File: config.mk
export PLATFORM = sky130hd
export DESIGN_NAME = optimistic_output_channel_buffer_array_flat
export DESIGN_NICKNAME = d
export VERILOG_FILES = /design/src/rtl/optimistic_output_channel_buffer_array_if.sv /design/src/rtl/optimistic_output_channel_buffer_array.sv /design/src/flat_wrapper.sv
export SDC_FILE = /design/constraint.sdc
export NUM_CORES = 1
export LEC_CHECK = 0
export CAP_MARGIN = 10
export CORE_UTILIZATION = 28
export DETAILED_ROUTE_END_ITERATION = 7
export DONT_BUFFER_PORTS = 1
export GPL_TIMING_DRIVEN = 0
export HOLD_SLACK_MARGIN = 0.12
export PLACE_DENSITY_LB_ADDON = 0.12
export REMOVE_ABC_BUFFERS = 1
export SLEW_MARGIN = 20
export SYNTH_ARGS = -nofsm -noshare
export SYNTH_HDL_FRONTEND = slang
export SYNTH_SLANG_ARGS = --single-unit
File: constraint.sdc
create_clock -name clock -period 2.1 [get_ports clock]
set_input_delay 0.63 -clock clock [delete_from_list [all_inputs] [get_ports clock]]
set_output_delay 0.63 -clock clock [all_outputs]
set_load 0.02 [all_outputs]
File: src/rtl/optimistic_output_channel_buffer_array_if.sv
`default_nettype none
// ============================================================================
// Module      : optimistic_output_channel_buffer_array_if
// Description : Bus bundle for the per-channel output FIFOs of one PE.
//               Groups the execute-stage enqueue port, the trigger-stage
//               in-flight mask and full status, and the network link drain
//               (valid/ready) side.
//               master : execute / trigger / link side (drives enqueues, ready)
//               slave  : buffer array side (drives heads, full, overflow)
// Revision    : 1.0 - initial release
// ============================================================================
interface optimistic_output_channel_buffer_array_if #(
  parameter int NUM_CHANNELS = 4,
  parameter int WORD_WIDTH   = 32,
  parameter int TAG_WIDTH    = 3
);

  // Execute-stage enqueue port (one word broadcast to every strobed channel)
  logic [NUM_CHANNELS-1:0]            enqueue_oce;
  logic [TAG_WIDTH-1:0]               enqueue_tag;
  logic [WORD_WIDTH-1:0]              enqueue_data;

  // Channels that an instruction now in decode/execute is going to enqueue
  logic [NUM_CHANNELS-1:0]            downstream_oce;

  // Network link drain side
  logic [NUM_CHANNELS-1:0]            output_channel_valid;
  logic [NUM_CHANNELS*TAG_WIDTH-1:0]  output_channel_tag;
  logic [NUM_CHANNELS*WORD_WIDTH-1:0] output_channel_data;
  logic [NUM_CHANNELS-1:0]            output_channel_ready;

  // Status towards the trigger stage
  logic [NUM_CHANNELS-1:0]            output_channel_full_status;
  logic                               overflow_error;

  modport master (
    output enqueue_oce,
    output enqueue_tag,
    output enqueue_data,
    output downstream_oce,
    input  output_channel_valid,
    input  output_channel_tag,
    input  output_channel_data,
    output output_channel_ready,
    input  output_channel_full_status,
    input  overflow_error
  );

  modport slave (
    input  enqueue_oce,
    input  enqueue_tag,
    input  enqueue_data,
    input  downstream_oce,
    output output_channel_valid,
    output output_channel_tag,
    output output_channel_data,
    input  output_channel_ready,
    output output_channel_full_status,
    output overflow_error
  );

endinterface
`default_nettype wire

File: src/rtl/optimistic_output_channel_buffer_array.sv
`default_nettype none
// ============================================================================
// Module      : optimistic_output_channel_buffer_array
// Description : Per-channel output FIFOs for one PE. The execute stage
//               enqueues results by OCE mask, network links drain heads with
//               valid/ready. The trigger stage gets a count-based full flag
//               that folds in enqueues still in flight downstream, without
//               crediting dequeues of the current cycle.
//               Optional build macro: TIA_OUTPUT_CHANNEL_BYPASS_EN
//                 defined   -> empty channel forwards an enqueue to its head
//                              in the same cycle (latency 0)
//                 undefined -> heads come from registered state only
//                              (latency 1)
// Revision    : 1.0 - initial release
// ============================================================================
module optimistic_output_channel_buffer_array #(
  parameter int NUM_CHANNELS = 4,
  parameter int DEPTH        = 4,   // power of two, >= 2
  parameter int WORD_WIDTH   = 32,
  parameter int TAG_WIDTH    = 3
) (
  input  wire logic                               clock,
  input  wire logic                               reset,  // async assert; release is synchronised upstream
  optimistic_output_channel_buffer_array_if.slave bus
);

  localparam int                 c_ptr_w     = $clog2(DEPTH);
  localparam int                 c_cnt_w     = c_ptr_w + 1;
  localparam logic [c_ptr_w-1:0] c_ptr_one   = c_ptr_w'(1);
  localparam logic [c_cnt_w-1:0] c_cnt_one   = c_cnt_w'(1);
  localparam logic [c_cnt_w-1:0] c_cnt_depth = c_cnt_w'(DEPTH);
  localparam logic [c_cnt_w:0]   c_sum_depth = (c_cnt_w + 1)'(DEPTH);

  logic [NUM_CHANNELS-1:0]            w_valid;
  logic [NUM_CHANNELS*TAG_WIDTH-1:0]  w_tag;
  logic [NUM_CHANNELS*WORD_WIDTH-1:0] w_data;
  logic [NUM_CHANNELS-1:0]            w_full;
  logic [NUM_CHANNELS-1:0]            w_ovf;
  logic                               r_overflow;

  for (genvar i = 0; i < NUM_CHANNELS; i++) begin : g_chan

    logic [c_ptr_w-1:0]    r_head;
    logic [c_ptr_w-1:0]    r_tail;
    logic [c_cnt_w-1:0]    r_count;
    logic [TAG_WIDTH-1:0]  r_tag_mem  [DEPTH];
    logic [WORD_WIDTH-1:0] r_data_mem [DEPTH];

    logic w_enq;
    logic w_rdy;
    logic w_has;
    logic w_at_full;
    logic w_bypass;
    logic w_deq;
    logic w_push;

    assign w_enq     = bus.enqueue_oce[i];
    assign w_rdy     = bus.output_channel_ready[i];
    assign w_has     = (r_count != '0);
    assign w_at_full = (r_count == c_cnt_depth);

`ifdef TIA_OUTPUT_CHANNEL_BYPASS_EN
    // An empty channel hands the incoming word straight to a ready link.
    assign w_bypass  = !w_has && w_enq && w_rdy;
`else
    assign w_bypass  = 1'b0;
`endif

    // Only stored words dequeue; a bypassed word never touches storage.
    assign w_deq     = w_has && w_rdy;
    // A full channel still accepts when its head leaves on the same edge.
    assign w_push    = w_enq && !w_bypass && (!w_at_full || w_deq);
    assign w_ovf[i]  = w_enq && w_at_full && !w_rdy;

    // Pointer and occupancy bookkeeping; storage itself is never reset.
    always_ff @(posedge clock or posedge reset) begin
      if (reset) begin
        r_head  <= '0;
        r_tail  <= '0;
        r_count <= '0;
      end else begin
        if (w_deq) begin
          r_head <= r_head + c_ptr_one;
        end
        if (w_push) begin
          r_tail <= r_tail + c_ptr_one;
        end
        if (w_push && !w_deq) begin
          r_count <= r_count + c_cnt_one;
        end else if (!w_push && w_deq) begin
          r_count <= r_count - c_cnt_one;
        end
      end
    end

    // Entry storage written at the tail on every accepted enqueue.
    always_ff @(posedge clock) begin
      if (w_push) begin
        r_tag_mem[r_tail]  <= bus.enqueue_tag;
        r_data_mem[r_tail] <= bus.enqueue_data;
      end
    end

`ifdef TIA_OUTPUT_CHANNEL_BYPASS_EN
    // Head is the stored entry, or the incoming word when the channel is
    // empty; held quiet while reset is asserted.
    assign w_valid[i] = !reset && (w_has || w_enq);
    assign w_tag[i*TAG_WIDTH +: TAG_WIDTH] =
      reset ? '0 : (w_has ? r_tag_mem[r_head] : (w_enq ? bus.enqueue_tag : '0));
    assign w_data[i*WORD_WIDTH +: WORD_WIDTH] =
      reset ? '0 : (w_has ? r_data_mem[r_head] : (w_enq ? bus.enqueue_data : '0));
`else
    // Head comes from registered state only; zero when empty so that
    // uninitialised storage never shows on the link.
    assign w_valid[i] = w_has;
    assign w_tag[i*TAG_WIDTH +: TAG_WIDTH]    = w_has ? r_tag_mem[r_head]  : '0;
    assign w_data[i*WORD_WIDTH +: WORD_WIDTH] = w_has ? r_data_mem[r_head] : '0;
`endif

    // Full when stored words plus the in-flight enqueue reach capacity;
    // a dequeue this cycle is deliberately not credited.
    assign w_full[i] = ({1'b0, r_count} + {{c_cnt_w{1'b0}}, bus.downstream_oce[i]})
                       >= c_sum_depth;

  end : g_chan

  // Sticky overflow flag, cleared only by reset.
  always_ff @(posedge clock or posedge reset) begin
    if (reset) begin
      r_overflow <= 1'b0;
    end else if (|w_ovf) begin
      r_overflow <= 1'b1;
    end
  end

  assign bus.output_channel_valid       = w_valid;
  assign bus.output_channel_tag         = w_tag;
  assign bus.output_channel_data        = w_data;
  assign bus.output_channel_full_status = w_full;
  assign bus.overflow_error             = r_overflow;

endmodule
`default_nettype wire
File: src/flat_wrapper.sv
// flat-port wrapper written by rule: the top's interface ports become plain ports
module optimistic_output_channel_buffer_array_flat 
#(
  parameter int NUM_CHANNELS = 4,
  parameter int DEPTH        = 4,                        
  parameter int WORD_WIDTH   = 32,
  parameter int TAG_WIDTH    = 3
)
  (clock, reset, bus_enqueue_oce, bus_enqueue_tag, bus_enqueue_data, bus_downstream_oce, bus_output_channel_valid, bus_output_channel_tag, bus_output_channel_data, bus_output_channel_ready, bus_output_channel_full_status, bus_overflow_error);
  optimistic_output_channel_buffer_array_if #(.NUM_CHANNELS(NUM_CHANNELS), .WORD_WIDTH(WORD_WIDTH), .TAG_WIDTH(TAG_WIDTH)) bus_i ();
  input  wire logic clock;
  input  wire logic reset;
  input wire logic [$bits(bus_i.enqueue_oce)-1:0] bus_enqueue_oce;
  input wire logic [$bits(bus_i.enqueue_tag)-1:0] bus_enqueue_tag;
  input wire logic [$bits(bus_i.enqueue_data)-1:0] bus_enqueue_data;
  input wire logic [$bits(bus_i.downstream_oce)-1:0] bus_downstream_oce;
  output wire logic [$bits(bus_i.output_channel_valid)-1:0] bus_output_channel_valid;
  output wire logic [$bits(bus_i.output_channel_tag)-1:0] bus_output_channel_tag;
  output wire logic [$bits(bus_i.output_channel_data)-1:0] bus_output_channel_data;
  input wire logic [$bits(bus_i.output_channel_ready)-1:0] bus_output_channel_ready;
  output wire logic [$bits(bus_i.output_channel_full_status)-1:0] bus_output_channel_full_status;
  output wire logic [$bits(bus_i.overflow_error)-1:0] bus_overflow_error;
  assign bus_i.enqueue_oce = bus_enqueue_oce;
  assign bus_i.enqueue_tag = bus_enqueue_tag;
  assign bus_i.enqueue_data = bus_enqueue_data;
  assign bus_i.downstream_oce = bus_downstream_oce;
  assign bus_output_channel_valid = bus_i.output_channel_valid;
  assign bus_output_channel_tag = bus_i.output_channel_tag;
  assign bus_output_channel_data = bus_i.output_channel_data;
  assign bus_i.output_channel_ready = bus_output_channel_ready;
  assign bus_output_channel_full_status = bus_i.output_channel_full_status;
  assign bus_overflow_error = bus_i.overflow_error;
  optimistic_output_channel_buffer_array #(.NUM_CHANNELS(NUM_CHANNELS), .DEPTH(DEPTH), .WORD_WIDTH(WORD_WIDTH), .TAG_WIDTH(TAG_WIDTH)) u_core (.clock(clock), .reset(reset), .bus(bus_i));
endmodule
# Word-level counts from Yosys, hierarchy flattened
# Memory sizes are Yosys's and may differ from the RTL's.
# Index checks and enable logic that the tools add are counted.
# word_totals
register_bits	29
latchBits	0
mem_bits_rw	560
mem_bits_ro	0
inputBits	49
wordCells	126
mem_count	8
# classes
add_sub_neg	20
multipliers	0
div	0
magnitude_cmp	4
n_eq_ne	4
n_shift	0
mux	24
n_bitwise	0
n_reduce_logical	53
# memory_table
name	depth	word_bits	read_ports	rd_clocked_by_memory_dff	write_ports	line	text
u_core.g_chan[0].r_data_mem	4	32	1	0	1	optimistic_output_channel_buffer_array.sv:47	logic [WORD_WIDTH-1:0] r_data_mem [DEPTH];
u_core.g_chan[1].r_data_mem	4	32	1	0	1	optimistic_output_channel_buffer_array.sv:47	
u_core.g_chan[2].r_data_mem	4	32	1	0	1	optimistic_output_channel_buffer_array.sv:47	
u_core.g_chan[3].r_data_mem	4	32	1	0	1	optimistic_output_channel_buffer_array.sv:47	
u_core.g_chan[0].r_tag_mem	4	3	1	0	1	optimistic_output_channel_buffer_array.sv:46	logic [TAG_WIDTH-1:0] r_tag_mem [DEPTH];
u_core.g_chan[1].r_tag_mem	4	3	1	0	1	optimistic_output_channel_buffer_array.sv:46	
+2 memories	--	--	--	--	--	--	
# op_table
cell	n
$mux 32	4
$mux 3	12
$logic_and 1x1->1	24
$add 2x1->2 const B	8
$add 3x1->4	4
$ge 4x3->1 const B	4
$logic_not 1->1	16
$add 3x1->3 const B	4
$eq 3x3->1 const B	4
$reduce_bool 3->1	4
$sub 3x1->3 const B	4
$mux 1	8
$reduce_bool 2->1	4
$logic_or 1x1->1	4
$reduce_or 4->1	1

# Depth between registers and ports, before layout
# logic_depth
word_depth	8
mapped_depth	9

# Worst setup path after synthesis
# OpenSTA, ideal clock, no wires.
# synth_timing
kind	flip-flop to flip-flop
startpoint	register u_core.g_chan[0].r_count[0]
endpoint	register u_core.g_chan[0].r_count[2]
setup_ps	79
t_arrival_ps	2118
required_ps	2021
slack_ps	-97
stages_incl_launch_ff	10
synth_period_minus_slack_ps	2197
cell_sequence	dfrtp_1 > or3_1 > clkbuf_2 > nand2_1 > ha_1 > inv_1 > fa_1 > xor2_1 > nor2_1 > xor2_1
# synth_between
elab_chain_len	7
# synth_rtl
item	line	text
from (decl)	optimistic_output_channel_buffer_array.sv:45	logic [c_cnt_w-1:0] r_count;
from (signal assigned)	optimistic_output_channel_buffer_array.sv:89	r_count <= r_count + c_cnt_one;
from (signal assigned)	optimistic_output_channel_buffer_array.sv:91	r_count <= r_count - c_cnt_one;
parallel branches: the longest is 7 deep, another holds $sub 3x1->3	--	
# Parallel ways; which one is timed is not known. The select of a mux whose other input is x is not followed.
# A chain may end at the register's enable or synchronous reset.

# Worst setup path after layout
# layout_timing
startpoint	register u_core.g_chan[0].r_head[0]
endpoint	output bus_output_channel_data[24]
# layout_between
elab_chain_len	2
# layout_rtl
item	line	text
from (decl)	optimistic_output_channel_buffer_array.sv:43	logic [c_ptr_w-1:0] r_head;
from (signal assigned)	optimistic_output_channel_buffer_array.sv:83	r_head <= r_head + c_ptr_one;
$mem_v2 4x32	--	
$mux 32	optimistic_output_channel_buffer_array.sv:117	assign w_data[i*WORD_WIDTH +: WORD_WIDTH] = w_has ? r_data_mem[r_head] : '0;
to (decl)	flat_wrapper.sv:19	output wire logic [$bits(bus_i.output_channel_data)-1:0] bus_output_channel_data;
# No other way between the ends.

==> results.py <==
metrics = {
    "final_layout": {
        "instances_no_fill": 2339,
        "final_nets": 1289,
        "nFillCells": 7653,
        "most-common-layout-cells": "560 x edfxtp_1, 127 x mux4_2, 105 x and2_4",
        "layout_commonest_cell": "edfxtp_1",
        "final_area_um2": 28950,
        "drive_gt1_share_pct": 39.49,
        "area_delta_synth_final_pct": 25.07,
    },
    "placed_design": {
        "pre_cts_ws_ns": -0.5856,
        "portBuffers": 0,
        "place_area_um2": 24600,
        "placed_cells": 2079,
        "dp_hpwl_um": 37650,
        "place_congestion": 0.6520,
    },
    "critical_path": {
        "critPathRequiredTime_ns": 1.47,
        "cp_cell_sequence": "buf_12, clkbuf_16, buf_12, mux4_2, and2_4",
        "endpoint": "bus_output_channel_data[24]",
        "arrival_ns": 2.17,
        "crit_type": "reg -> out",
        "r2r_slack_ns": -0.41,
        "slowest_stage": "dfrtp_4",
        "crit_top_cell": "buf_12",
        "r2r_start": "u_core.g_chan[3].r_count[2]",
        "critPathMaxStageDelay_ns": 0.48,
        "crit_buf_inv": 3,
        "ff2ff_path_depth": 10,
        "worst_r2r_endpoint": "u_core.g_chan[3].r_count[2]",
        "crit_start": "u_core.g_chan[0].r_head[0]",
        "cp-start-kind": "flip-flop",
        "path_depth": 5,
        "cp_max_fo": 5,
        "crit_family": "flip-flops",
        "cp-end-kind": "output port",
    },
    "clock_tree": {
        "clock_latency_ns": 0.61,
        "htree_levels": 3,
        "clock-root-buffer": "clkbuf_16",
        "cts_buffer_depth": 3,
        "cts_made_buffers": 69,
        "path_clk_slew_ns": 0.06,
        "numClockSinks": 589,
        "tritoncts": "yes",
    },
    "detailed_routing": {
        "route.detailed.drc": 0,
        "drtIter0Drc": 677,
        "ant_nets": 0,
        "via_per_inst": 4.597,
        "wl_um": 70010,
        "route.detailed.wl_per_inst_um": 29.93,
        "dr.pass1.iters": 5,
        "route.vias.total": 10750,
    },
    "floorplanning": {
        "fp-row-count": 105,
        "initial_core_util_pct": 28.24,
        "die_w_um": 289.5,
        "core_um2": 81980,
        "die_y_um": 289.5,
        "dieArea_um2": 83830,
        "ios": 198,
    },
    "grt": {
        "grt_pass1_vias": 11250,
        "grt_pass1_wl_um": 89650,
        "grt_start_max_net_pins": 39,
        "antenna_found_initial": 7,
        "grt-ovfl-total": 0,
        "grt_usage_pct": 15.66,
    },
    "power": {
        "leakagePower_uw": 0.009622,
        "p_sw_share_pct": 35.52,
        "switchingPower_uw": 17060,
        "p_comb_share_pct": 41.5,
        "seqPwrFrac_pct": 34.6,
        "power.internal_uw": 30970,
        "pwr-share-clk_pct": 24.0,
        "p_per_area_nw_per_um2": 1659,
        "vdd_drop_max_uv": 1104,
    },
    "synth": {
        "synth.avg_cell_area_um2": 22.24,
        "synth-seq-area-share_pct": 75.78,
        "yosysWarningCount": 0,
        "ys_ff_latch": 589,
        "ys_types": 27,
        "netlist_instances": 1041,
        "syn_area_um2": 23150,
    },
    "min_path": {
        "hold_path.class": "in -> reg",
        "hp-start": "bus_output_channel_ready[1]",
    },
    "sta": {
        "slew_headroom_pct": 51.68,
        "rsz0062_at_grt": "yes",
        "tightest_slew_ns": 0.7248,
        "setup_slack_ns": -0.6975,
        "skew_ns": 0.02260,
        "fin_crit_sh_pct": 133.2,
        "hold_viol": 0,
        "final_max_slew_viol_count": 0,
        "setup_violations": 202,
        "fmax_mhz": 357.5,
        "period_minus_slack_ns": 2.798,
    },
    "run_status": {
        "status": "finished, violations left",
        "violations": "setup timing",
    },
    "flow_run": {
        "max_cap_violations": 0,
    },
}
[registers in the layout, indices dropped and copies added, names as in the netlist]
| register | flops |
|---|---|
| u_core.bus.overflow_error | 1 |
| u_core.g_chan.r_count | 12 |
| u_core.g_chan.r_data_mem | 512 |
| u_core.g_chan.r_head | 8 |
| u_core.g_chan.r_tag_mem | 48 |
| u_core.g_chan.r_tail | 8 |
[logic make-up after synthesis]
group	after synthesis	synth area share [%]
and+or+nand+nor	181	4.924
AOI/OAI and AO/OA	6	0.2162
xor gates and xnor gates	24	0.9080
buffers and inverters	69	2.286
muxes	148	14.46
DFF	589	75.78
adders and majority gates	24	1.427
[metrics by stage]
stage	total power (µW)	hold WS (ns)	TNS (ns)	utilization (%)
after global routing	50370	0.1651	-108.72	35.31
final	48030	0.1860	-90.86	35.32
after CTS	46600	0.1412	-99.21	34.26
after detailed placement	31790	0.5020	-106.78	30.01
after floorplan	26390	0.4686	-231.43	-
after global placement	30670	0.4983	-1207.97	29.29
[metal layers]
metal	wire length, µm	vias to the layer above	GRT usage (%)	share of wire, %
li1	-	4560	-	-
met1	31040	5862	20.48	44
met2	34310	255	26.16	49
met3	3327	74	3.242	4.8
met4	1322	2	4.712	1.9
met5	10	-	0	0.014
[worst min-delay path by stage]
stage,slack (ns),cells past startpoint,to
5_1_grt,0.17,2,u_core.g_chan[1].r_head[0]
6_report,0.19,2,u_core.g_chan[1].r_head[0]
2_1_floorplan,0.47,1,u_core.g_chan[0].r_count[2]
3_5_place_dp,0.50,1,u_core.g_chan[2].r_count[2]
3_3_place_gp,0.50,1,u_core.g_chan[3].r_count[2]
4_1_cts,0.14,2,u_core.g_chan[1].r_head[1]
[power groups by stage]
stage | Sequential [µW] | Clock, µW | Combinational [µW]
after floorplan | 17200 | 0 | 9210
after detailed placement | 17500 | 0 | 14300
after global placement | 18400 | 0 | 12300
after global routing | 16800 | 12300 | 21300
after CTS | 16600 | 11900 | 18100
final | 16600 | 11500 | 19900
[synth_stat cells (all sizes together)]
cell      n  area, µm²
edfxtp  560      16820
and2    156      975.9
mux4    140       3258
buf      40      415.4
dfrtp    29      725.7
ha       20      250.2
clkbuf   16      65.06
xnor2    16      140.1
inv      13      48.80
mux2      8      90.08
xor2      8      70.07
nand2     5      18.77
a31o      4      35.03
fa        4      80.08
nand3     4      20.02
nor2      4      15.01
nor2b     4      25.02
nor4b     4      60.06
or3       4      25.02
a21oi     1      5.000
a222oi    1      10.01
[repair_timing]
action                                  CTS  global route
pin swaps                                14            45
endpoints found under the setup margin  480           174
endpoints found under the hold margin   590             0
gates cloned                             10            11
buffers inserted                         39            41
resized for setup                       149           139
hold buffers                             37             0
[area by class of cell]
cell class / instances / area [µm²] / share of cell area, %
clock inverters: 32 / 316.6 / 1.093
multi-input cells: 391 / 5568 / 19.23
clock buffers: 89 / 1844 / 6.370
flip-flops and latches: 589 / 17590 / 60.76
diodes: 3 / 7.507 / 0.02593
repair buffers: 152 / 2238 / 7.731
inverters: 13 / 48.80 / 0.1685
well taps: 1070 / 1339 / 4.624
(Power assumes the default switching activity.)
